### src/rtl/delay_line_prog.sv
// delay_line_prog: runtime-programmable, multi-lane synchronous delay line.
//
// A DEPTH-stage shift register of WIDTH-bit words. Each enabled clock edge
// pushes f(din) into stage 0. The output is a combinational tap on the stage
// selected by the latched delay. Latency is delay_q+1 enabled edges.
//
// Ports:
//   clk        clock
//   rst_n      synchronous active-low reset; takes priority over en and cfg_load
//   en         advance enable; 0 freezes the chain and the fill counter
//   cfg_load   1-cycle strobe that latches cfg_delay/cfg_mode and restarts fill tracking
//   cfg_delay  tap select; delay = cfg_delay+1 enabled edges, clamped to DEPTH-1
//   cfg_mode   input function: 00 pass, 01 AND-reduce, 10 XOR-reduce, 11 invert
//   din        input sample
//   dout       tapped output (stage[delay_q])
//   dout_valid high once the tapped stage holds data sampled since the last reset/cfg_load
module delay_line_prog #(
    parameter int unsigned WIDTH     = 8,
    parameter int unsigned DEPTH     = 128,
    parameter bit          RESET_VAL = 1'b1,
    localparam int unsigned DW       = $clog2(DEPTH)
) (
    input  logic             clk,
    input  logic             rst_n,
    input  logic             en,
    input  logic             cfg_load,
    input  logic [DW-1:0]    cfg_delay,
    input  logic [1:0]       cfg_mode,
    input  logic [WIDTH-1:0] din,
    output logic [WIDTH-1:0] dout,
    output logic             dout_valid
);

    localparam int unsigned CW = DW + 1;
    localparam logic [DW-1:0] MaxDelay = DW'(DEPTH - 1);
    localparam logic [CW-1:0] FillMax  = CW'(DEPTH);
    localparam logic [1:0] ModePass = 2'b00;
    localparam logic [1:0] ModeAnd  = 2'b01;
    localparam logic [1:0] ModeXor  = 2'b10;
    localparam logic [1:0] ModeInv  = 2'b11;

    logic [WIDTH-1:0] stage_q [DEPTH];
    logic [WIDTH-1:0] stage_d [DEPTH];
    logic [DW-1:0]    delay_q, delay_d;
    logic [1:0]       mode_q, mode_d;
    logic [CW-1:0]    fill_cnt_q, fill_cnt_d;
    logic [WIDTH-1:0] din_f;

    // Input function uses the mode latched before this edge, so a cfg_load
    // coinciding with en still shifts with the old mode.
    always_comb begin
        din_f = din;
        unique case (mode_q)
            ModePass: din_f = din;
            ModeAnd:  din_f = {WIDTH{&din}};
            ModeXor:  din_f = {WIDTH{^din}};
            ModeInv:  din_f = ~din;
            default:  din_f = din;
        endcase
    end

    always_comb begin
        stage_d = stage_q;
        if (en) begin
            stage_d[0] = din_f;
            for (int i = 1; i < int'(DEPTH); i++) begin
                stage_d[i] = stage_q[i-1];
            end
        end
    end

    always_comb begin
        delay_d    = delay_q;
        mode_d     = mode_q;
        fill_cnt_d = fill_cnt_q;
        if (en && (fill_cnt_q < FillMax)) begin
            fill_cnt_d = fill_cnt_q + CW'(1);
        end
        // A new tap invalidates the output until it has been refilled.
        if (cfg_load) begin
            delay_d    = (cfg_delay > MaxDelay) ? MaxDelay : cfg_delay;
            mode_d     = cfg_mode;
            fill_cnt_d = '0;
        end
    end

    always_ff @(posedge clk) begin
        if (!rst_n) begin
            for (int i = 0; i < int'(DEPTH); i++) begin
                stage_q[i] <= {WIDTH{RESET_VAL}};
            end
            delay_q    <= MaxDelay;
            mode_q     <= ModeAnd;
            fill_cnt_q <= '0;
        end else begin
            stage_q    <= stage_d;
            delay_q    <= delay_d;
            mode_q     <= mode_d;
            fill_cnt_q <= fill_cnt_d;
        end
    end

    assign dout       = stage_q[delay_q];
    assign dout_valid = (fill_cnt_q > {1'b0, delay_q});

endmodule

### config.mk
export PLATFORM = sky130hd
export DESIGN_NAME = delay_line_prog
export DESIGN_NICKNAME = d
export VERILOG_FILES = /design/src/rtl/delay_line_prog.sv
export SDC_FILE = /design/constraint.sdc
export NUM_CORES = 2
export LEC_CHECK = 0
export BUFFER_PORTS_ARGS = -buffer_cell sky130_fd_sc_hd__clkbuf_2
export CAP_MARGIN = 10
export CORE_ASPECT_RATIO = 0.8
export CORE_MARGIN = 2
export CORE_UTILIZATION = 45
export CTS_CLUSTER_DIAMETER = 100
export DETAILED_ROUTE_END_ITERATION = 6
export PLACE_DENSITY = 0.58
export REMOVE_ABC_BUFFERS = 1
export SLEW_MARGIN = 40
export SYNTH_ARGS = -nofsm -noshare
export SYNTH_HDL_FRONTEND = slang
export SYNTH_SLANG_ARGS = --single-unit
### constraint.sdc
create_clock -name clk -period 3.65 [get_ports clk]
set_input_delay 0 -clock clk [delete_from_list [all_inputs] [get_ports clk]]
set_output_delay 0 -clock clk [all_outputs]
set_load 0.05 [all_outputs]
**Yosys cells after proc, flatten, opt, wreduce, memory -nomap -nowiden**

Index checks and enable logic that the tools add are counted.

- Bits in registers: 1041
- Output and inout port bits: 9
- Word-level logic and storage cells: 152

- Add/subtract/negate cells: 1
- Magnitude comparators: 4
- Equal/unequal tests: 3
- Multiplexer cells: 5
- Bitwise logic cells: 3
- Reduce and logical (&&, ||, !) cells: 5

Operators with widths:

| operator | count |
|---|---|
| $bmux 8 s7 | 1 |
| $pmux 8 s4 | 1 |
| $mux 8 | 2 |
| $add 8x1->8 const B | 1 |
| $ge 8x8->1 const B | 1 |
| $gt 8x7->1 | 1 |
| $lt 8x8->1 const B | 1 |
| $not 7->8 | 1 |
| $not 8->8 | 1 |
| $reduce_and 8->1 | 1 |
| $reduce_xor 8->1 | 1 |
| $gt 7x7->1 const B | 1 |
| $mux 7 | 1 |
| $eq 2x2->1 const B | 2 |
| $eq 2x1->1 const B | 1 |
| $logic_not 2->1 | 1 |
| $reduce_or 2->1 | 1 |
| $logic_and 1x1->1 | 1 |
| $not 1->1 | 1 |

**Longest topological paths before layout**

- Depth in word-level cells: 4
- Mapped depth: 11

**Worst setup path before layout**

Ideal clock, no wire load.

- Path kind: register to output
- From: register delay_q[2]
- To: output port dout_valid
- Arrival: 2.389 ns
- Required time: 3.650 ns
- Slack: 1.261 ns
- Stages on the path, launching flop included: 12
- Path through: dfxtp_1 buf_2 buf_6 buf_4 buf_2 inv_1 ha_1 o21a_1 o21ai_0 nand2b_1 a2111oi_0 o21bai_1

- Longest elaborated chain between the ends: 1

RTL lines:

| what | line | text |
|---|---|---|
| start: declaration | 44 | `logic [DW-1:0] delay_q, delay_d;` |
| start signal: assignment | 92 | `delay_q <= MaxDelay;` |
| start signal: assignment | 97 | `delay_q <= delay_d;` |
| $gt 8x7->1 | 104 | `assign dout_valid = (fill_cnt_q > {1'b0, delay_q});` |
| end: declaration | 31 | `output logic dout_valid` |

No other way between the ends.

**Final worst setup path**

- From: register delay_q[4]
- To: output port dout[6]

- Longest elaborated chain between the ends: 4

RTL lines:

| what | line | text |
|---|---|---|
| $not 7->8 (not written as such) | 103 | `assign dout = stage_q[delay_q];` |
| $bmux 8 s7 | 103 |  |
| $mux 8 (not written as such) (2 in series) | 103 |  |
| end: declaration | 30 | `output logic [WIDTH-1:0] dout,` |

No other way between the ends. The select of a mux whose other input is x is not followed.

==> flow_summary.json <==
{
  "grt_pass1_wl_um": 163000,
  "start_util_pct": 45.27,
  "critPathKind": "reg -> out",
  "rsz0062_at_grt": "false",
  "period_share_pct": 94.24,
  "hold_class": "in -> reg",
  "regToRegSetupSlack_ps": 1950,
  "yosys_warnings": 0,
  "synth.most_common_cell": "mux2i_1",
  "ctsResizeCount": 0,
  "clockRootBuffer": "clkbuf_16",
  "synth_edf_count": 0,
  "post_cts.repair.setup_buffers": 0,
  "final_max_slew_viol_count": 0,
  "grt_usage_pct": 19.70,
  "dp_hpwl_um": 59560,
  "synth_flop_cell": "dfxtp_1",
  "wl_per_cell_um": 18.44,
  "ctsHoldBuffers": 33,
  "dieArea_um2": 101600,
  "ys_ff_latch": 1041,
  "worst_path_max_delay_cell": "or3b_4",
  "syn_inst": 4127,
  "io_pins": 30,
  "r2r_end": "delay_q[4]",
  "grt_max_degree": 120,
  "total_leakage_power_nw": 20.68,
  "synth_top_area_share_pct": 46.76,
  "tns_ps": 0,
  "die_w_um": 355.9,
  "diodes": 0,
  "start_kind": "flip-flop",
  "vias": 29260,
  "irDropWorstVdd_mv": 0.3493,
  "clock_path_buffers": 3,
  "die_y_um": 285.5,
  "setup_violations": 0,
  "grt_pass1_vias": 28210,
  "rows": 103,
  "async_reset_ff_share_pct": 0,
  "critPathCaptureType": "primary output",
  "power_density_nw_per_um2": 491.6,
  "yosys.area.top_type": "dfxtp_1",
  "critPathArrivalTime_ps": 3440,
  "fill_cells": 8853,
  "whs_path_depth": 3,
  "drv_cap": 0,
  "max_freq_mhz": 290.7,
  "ant_nets": 0,
  "insertion_delay_ps": 670,
  "finalNetCount": 4078,
  "core_um2": 98460,
  "cts_tree": "built",
  "vias_per_cell": 5.378,
  "seq_area_frac_synth_pct": 46.76,
  "yosysUniqueCellTypes": 35,
  "power_mw": 24.54,
  "r2r_cells": 3,
  "skew_ps": 16.56,
  "synth.avg_cell_area_um2": 10.80,
  "finalWeightedCongestion": 0.7701,
  "synthTopCellsByCount": "mux2i_1, nand2_1, dfxtp_1",
  "grt_antenna_before_repair": 4,
  "critPathLaunch": "delay_q[4]",
  "path_clk_slew_ps": 60,
  "drive_gt1_share_pct": 11.63,
  "crit_path_max_fanout": 21,
  "finalHoldViolCount": 0,
  "worstSetupEndpoint": "dout[6]",
  "status": "finished, final reports clean",
  "worstMarginPinSlew_ps": 903.8,
  "slew_headroom_pct": 39.57,
  "timing.rr.start": "delay_q[4]",
  "cp.required_ps": 3650,
  "finalWirelength_um": 100300,
  "netlist_top_cells_area": "dfxtp_1, mux2i_1, mux4_2, nand2_1, clkbuf_1",
  "gr-total-overflow": 0,
  "drt_pass1_iterations": 7,
  "path_cells": "or3b_4 -> buf_4 -> o22ai_1 -> a211oi_1 -> nand2_1 -> nand4_1 -> a211oi_2 -> buf_12",
  "dr.first_iter.drc_count": 2111,
  "htreeDepth": 3,
  "period_minus_slack_ps": 3440,
  "max_stage_delay_ps": 630,
  "cts_made_buffers": 106,
  "area_delta_synth_final_pct": 11.97,
  "cts_num_sinks": 1041,
  "port_buffers": 29,
  "syn_area_um2": 44570,
  "drc": 0
}
-- where the power goes --
group / internal [mW] / total [mW] / leakage (nW) / switching (mW)
Combinational: 0.670 / 1.71 / 10.4 / 1.04
Clock: 6.87 / 11.4 / 1.82 / 4.53
Sequential: 11.4 / 11.4 / 8.43 / 0.0366
Total: 18.9 / 24.5 / 20.7 / 5.61
-- worst max-delay path, delay by kind of cell, from the launching register on --
family	cells	cell delay, ps
buffers and inverters	2	530
flip-flops	1	470
AO/OA/AOI/OAI	3	770
AND/OR/NAND/NOR	3	990
-- cell usage in the layout (no fill, tap or decap), types with 9 or more instances in the layout --
master | netlist | layout
dlygate4sd3_1 | 0 | 33
and3_1 | 10 | 10
nor2_1 | 30 | 28
buf_4 | 18 | 48
mux4_2 | 192 | 192
nand2_1 | 1071 | 1071
clkbuf_8 | 0 | 29
o21ai_0 | 17 | 17
clkbuf_1 | 154 | 22
nand3_1 | 18 | 17
a22oi_1 | 48 | 48
nand4_1 | 9 | 9
mux2i_1 | 1164 | 1164
o22ai_1 | 65 | 65
clkbuf_16 | 0 | 107
a21oi_1 | 9 | 9
a211oi_1 | 64 | 64
clkinv_2 | 0 | 15
buf_12 | 0 | 34
dfxtp_1 | 1041 | 1038
clkbuf_2 | 0 | 19
bufinv_16 | 0 | 13
ha_1 | 12 | 12
-- sequential cells by signal, summed over array words and instances, names as in the netlist --
signal      flops
delay_q         7
fill_cnt_q      8
mode_q          2
stage_q      1024
-- area by class of cell --
| cell class | instances | area [µm²] | area share, % |
|---|---|---|---|
| multi-input combinational | 2754 | 22230 | 44.55 |
| sequential | 1041 | 20850 | 41.78 |
| clock buffer | 158 | 3159 | 6.330 |
| tap | 1312 | 1642 | 3.289 |
| timing repair buffer | 135 | 1481 | 2.968 |
| clock inverter | 34 | 516.7 | 1.035 |
| inverter | 7 | 26.28 | 0.05265 |
-- worst min path at each step --
stage | slack, ps | endpoint | from
after floorplan | 60 | delay_q[0] | rst_n
after global placement | 230 | mode_q[0] | cfg_mode[0]
after detailed placement | 220 | mode_q[0] | cfg_mode[0]
after CTS | 10 | delay_q[0] | cfg_load
after global routing | 100 | delay_q[0] | cfg_load
final | 130 | delay_q[0] | cfg_load
-- layer usage --
layer  track usage [%]  wire (µm)  vias to the layer above
met5                 0          7                        -
met4             4.905       1922                        2
li1                  -          -                    14400
met2             28.36      41980                      454
met1             30.59      52390                    14280
met3             3.030       4039                      131
-- metrics by stage --
step / hold WS (ps) / area, µm² / instances / utilization (%) / worst slack (ps)
after floorplan: 61.94 / 43070 / 3802 / - / -7992
after global placement: 229.1 / 45900 / 5216 / 46.61 / 924.2
after detailed placement: 221.3 / 45900 / 5216 / 46.61 / 909.3
after CTS: 13.90 / 49900 / 5441 / 50.68 / 177.6
after global routing: 95.88 / 49910 / 5441 / 50.69 / 100.6
final: 126.6 / 49910 / 5441 / 50.69 / 210.2
-- kinds of logic (layout without fill, tap and decap cells) --
kind of cell | Yosys count | after routing | synth area share (%)
AO/OA/AOI/OAI | 230 | 230 | 3.590
XOR/XNOR | 9 | 9 | 0.1768
AND/OR/NAND/NOR | 1147 | 1147 | 9.873
adder cells (fa/ha/maj) | 12 | 12 | 0.3369
multiplexers | 1356 | 1356 | 35.84
flip-flops | 1041 | 1041 | 46.76
buffers and inverters | 332 | 334 | 3.425
Power figures use the tool's default switching activity.
